File: src/rtl/program_counter_pkg.sv
// Datapath-wide definitions for the fetch address, shared by the program counter,
// next-PC mux and instruction memory.
package program_counter_pkg;

    localparam int PC_WIDTH = 16;

    typedef logic [PC_WIDTH-1:0] pc_t;

    localparam pc_t PC_RESET_VECTOR = 16'h0000;

endpackage : program_counter_pkg

File: src/rtl/program_counter.sv
// Fetch-address register: loads the next-PC value every rising edge unless halted,
// and is forced to the reset vector asynchronously.
module program_counter
    import program_counter_pkg::*;
#(
    parameter int               WIDTH        = PC_WIDTH,
    parameter logic [WIDTH-1:0] RESET_VECTOR = WIDTH'(PC_RESET_VECTOR)
) (
    input  logic             clk,
    input  logic             rst,
    input  logic [WIDTH-1:0] PC_in,
    input  logic             halt_sig,
    output logic [WIDTH-1:0] PC_out
);

    logic [WIDTH-1:0] pc_d;
    logic [WIDTH-1:0] pc_q;

    // NOTE: pc_d gets its default before any condition, so no path leaves it unassigned and no latch is inferred.
    always_comb begin
        pc_d = pc_q;
        if (!halt_sig) begin
            pc_d = PC_in;
        end
    end

    // NOTE: state flops use non-blocking assignments so every flop samples pre-edge values.
    always_ff @(posedge clk or posedge rst) begin
        if (rst) begin
            pc_q <= RESET_VECTOR;
        end else begin
            pc_q <= pc_d;
        end
    end

    assign PC_out = pc_q;

    // Once out of reset the fetch address must always be a known value.
    a_pc_known: assert property (@(posedge clk) disable iff (rst) !$isunknown(PC_out))
        else $error("PC_out is unknown outside reset");

    a_hold_when_halted: assert property (@(posedge clk) disable iff (rst) halt_sig |=> $stable(PC_out))
        else $error("PC_out changed across a halted edge");

    c_halt_entry:      cover property (@(posedge clk) disable iff (rst) !halt_sig ##1 halt_sig);
    c_halt_exit:       cover property (@(posedge clk) disable iff (rst) halt_sig ##1 !halt_sig);
    c_reset_in_halt:   cover property (@(posedge clk) halt_sig && rst);

endmodule : program_counter

File: config.mk
export PLATFORM = sky130hd
export DESIGN_NAME = program_counter
export DESIGN_NICKNAME = d
export VERILOG_FILES = /design/src/rtl/program_counter_pkg.sv /design/src/rtl/program_counter.sv
export SDC_FILE = /design/constraint.sdc
export NUM_CORES = 1
export LEC_CHECK = 0
export BUFFER_PORTS_ARGS = -buffer_cell sky130_fd_sc_hd__buf_2
export CAP_MARGIN = 40
export CORE_MARGIN = 5
export CORE_UTILIZATION = 45
export DETAILED_ROUTE_END_ITERATION = 8
export PLACE_DENSITY = 0.8
export SYNTH_ARGS = -nofsm -noshare
export SYNTH_HDL_FRONTEND = slang
export SYNTH_SLANG_ARGS = --single-unit
File: constraint.sdc
create_clock -name clk -period 1.4 [get_ports clk]
set_input_delay 0 -clock clk [delete_from_list [all_inputs] [get_ports clk]]
set_output_delay 0 -clock clk [all_outputs]
set_load 0.01 [all_outputs]
-- Yosys cells after proc, flatten, opt, wreduce, memory -nomap -nowiden
Index checks and enable logic that the tools add are counted.
- output and inout port bits: 16
- latch bits: 0
- memory bits (read-only): 0
- RAM bits: 0
- memories: 0
- flip-flop bits (word level): 16
- bitwise gates (word level): 0
- multiplexer cells: 0
- add/subtract/negate cells: 0
- shift operators: 0
- multiply operators: 0
- equality and inequality tests: 0
- $lt $le $gt $ge: 0
- divide/modulo/power cells: 0
- reduce and logical (&&, ||, !) cells: 0

-- Longest topological paths before layout
- depth after elaboration: 0
- depth in mapped cells: 3
- gate-level depth less buffers: 1

-- Worst setup path after synthesis
OpenSTA, ideal clock, no wires.
- path type: reg-to-reg
- start: register PC_out[0] (netlist name)
- end: register pc_q[0], in the netlist PC_out[0]
- data arrival time: 0.646 ns
- stages on the path, launching flop included: 2
- clock period less this slack: 0.771 ns
- slack: 0.629 ns
- buffers on the path: 0
- required time: 1.275 ns
- cell sequence: dfrtp_1 -> mux2_2
- RTL lines (element ; RTL line ; text):
    end signal, assigned ; program_counter.sv:32 ; pc_q <= pc_d;
    end, declared ; program_counter.sv:17 ; logic [WIDTH-1:0] pc_q;

-- Final worst setup path
- start: register pc_q[7], in the netlist PC_out[7]
- end: output port PC_out[7]
- RTL lines (element ; RTL line ; text):
    end, declared ; program_counter.sv:13 ; output logic [WIDTH-1:0] PC_out
No word-level cell between the ends.

==> key figures <==
Outcome
  – Status: finished, final reports clean

Timing
  – Post-Route Setup TNS: 0 ns
  – Max_slew headroom: 60.88%
  – RSZ-0062 raised after global routing: false
  – Final period utilization: 60.11%
  – Final hold violations: 0
  – Slew @ Worst Pin: 0.5862 ns
  – Final worst clock skew: 0 ns
  – Post-route minimum period: 0.8415 ns
  – Highest Clock Rate: 1.188 GHz
  – Fin. max-slew vios: 0
  – Final setup violation count: 0

Worst setup path
  – Crit path DAT: 0.84 ns
  – Reg-to-Reg Start: PC_out[7]
  – Startpoint class of the critical path: register
  – Critical path startpoint: PC_out[7]
  – CP max stage cell: dfrtp_1
  – R2R Path End: PC_out[7]
  – Critical Path Sink: PC_out[7]
  – CP cell instances: buf_2
  – Worst Reg-to-Reg Cells: 1
  – Crit Path Class: reg -> out
  – Peak fanout along the critical path: 2
  – Critical path endpoint category: primary output
  – Cell family with most CP delay: flip-flops
  – Critical path required time: between 1 and 1.5 ns
  – Crit-path max cell delay: 0.41 ns
  – R2R setup slack: slightly above 0.6 ns
  – Buffers & Inverters on Critical Path: 1
  – Levels on crit path: 1

Global route
  – GRT overflow: 0
  – Vias in the first global route: 544
  – Largest net degree at the start of global routing: 17
  – Total GRT Usage: 15.56%
  – First-pass GRT wire length: 2428 um
  – Antenna violations before repair: 0

Clocking
  – Clock buffer depth: 2
  – TritonCTS clock tree: done
  – Postcts setup bufs: 0
  – CTS Buf Count: 3
  – Root buffer cell: clkbuf_4
  – H-tree levels: 1
  – Clock edge transition at the registers on the reported setup and hold paths: approximately 0.09 ns
  – Later-pin clock latency in the skew report: 0.28 ns
  – Clock Sinks: 16
  – Post_cts resized: 0

Finish
  – Ant. Diodes: 0
  – Footprint of the multi-input gates: ~220 um2
  – Number of flip-flops in the largest register: 16
  – Layout cells sized above 1: between 60% and 70%
  – Finished Layout Cells: between 100 and 150
  – Area growth syn-to-layout: 55.75%
  – Fin nets: between 100 and 150
  – Storage cell area: 400.4 um2
  – Filler instances: 90

Floorplan
  – Die Y: between 40 and 50 um
  – # rows: 13
  – Core outline area: approximately 1300 um2
  – Initial Util: 48.97%
  – DIE AREA: roughly 2300 um2
  – Die W: 48.10 um
  – Num ports: 35

Detailed routing
  – Avg WL per Cell: 15.25 um
  – Routed WL: approximately 1600 um
  – 1st-pass router iterations: 4
  – Vias per cell: 4.680
  – Detail Route Antenna Nets: 0
  – Via Count: around 480
  – Post-route DRC: 0
  – Starting DRC count in detailed routing: 6

Placed design
  – Post-DP HPWL: 969.5 um
  – Placed Cells: 82
  – Gpl congestion: about 0.64
  – IO Port Bufs: 34

Power and ir drop
  – Maximum vdd drop: 0.5633 mV
  – PwrDens: 1039 nW/um2
  – Static Leakage: 0.5243 nW

Hold path
  – Hold path cells: 2
  – Hold Crit Class: in -> reg

Yosys
  – Post-Syn Nets: 54
  – Most common cell in the synthesized netlist: dfrtp_1
  – Post-synth EDFFs: 0
  – Top post-synthesis cells by count: dfrtp_1 (16), mux2_4 (10), mux2_2 (6)
  – Cells after Synth: 35
  – Post-Syn Area per Cell: 18.66 um2
  – Post-Synthesis Cell Area: 653.1 um2
  – YS warnings: 0
  – Number of distinct library cells after synthesis: 6
  – Area leader, netlist: dfrtp_1
  – Sequential share of the synthesized area: between 60% and 70%
  – Synth async-reset ratio: 100.0%
  – Post-synthesis register bit count: 16
  – Top cells by area, synth: dfrtp_1 (61%), mux2_4 (23%), mux2_2 (10%), buf_12 (3.1%), buf_6 (1.7%)
  – Top cell type's share of synthesized area: 61.30%
  – Top_reg_cell synth: dfrtp_1

Flow run
  – MaxCap Viol Count: 0
[through the flow]
step	instance area, um2	setup slack, ns	hold WS, ns	power (mW)	util [%]
CTS	1017	0.5661	0.2272	1.069	76.27
detailed placement	810.8	0.5079	0.09157	0.7276	60.79
floorplan	653.1	0.6289	-0.08626	0.6524	-
global placement	810.8	0.5274	0.08242	0.7228	60.79
global route	1017	0.5225	0.2290	1.114	76.27
finish	1017	0.5585	0.2360	1.057	76.27
[how the worst min path moves through the flow]
stage,start,to
finish,halt_sig,PC_out[5]
global placement,rst,PC_out[5]
global route,halt_sig,PC_out[5]
floorplan,rst,PC_out[0]
detailed placement,rst,PC_out[1]
CTS,halt_sig,PC_out[5]
[what timing repair did]
action                                 in CTS  in global routing
endpoints found under the hold margin      32                  0
hold buffers                               17                  0
setup endpoints to repair                   0                  0
[per-layer routing]
layer	track usage (%)	wire (um)
met4	6.989	37
met2	28.50	742
met5	0	0
met3	2.952	174
met1	17.25	617
[cell type report]
| type | instances | share of cell area, % |
|---|---|---|
| repair buffers | 51 | 33.46 |
| flip-flops and latches | 16 | 39.36 |
| well taps | 15 | 1.845 |
| multi-input cells | 16 | 21.40 |
| clock buffers | 4 | 3.567 |
| inverters | 1 | 0.3690 |
[power by group]
part,leakage (nW),switching [mW],total [mW],internal (mW)
combinational,0.316,0.0868,0.224,0.137
sequential,0.187,0.0259,0.534,0.508
clock,0.0210,0.142,0.300,0.158
total,0.524,0.254,1.06,0.803
[kinds of logic (layout without fill, tap and decap cells)]
family | Yosys count | after routing | share of synthesized area, %
buffers and inverters | 3 | 56 | 5.363
DFF | 16 | 16 | 61.30
muxes | 16 | 16 | 33.33
[placed cells by master, fill, tap and decap left out, drive strengths merged]
cell	n
dfrtp	16
buf	34
inv	1
clkbuf	4
dlygate4sd3	17
mux2	16
No activity file was read; power rests on OpenSTA's default activity.
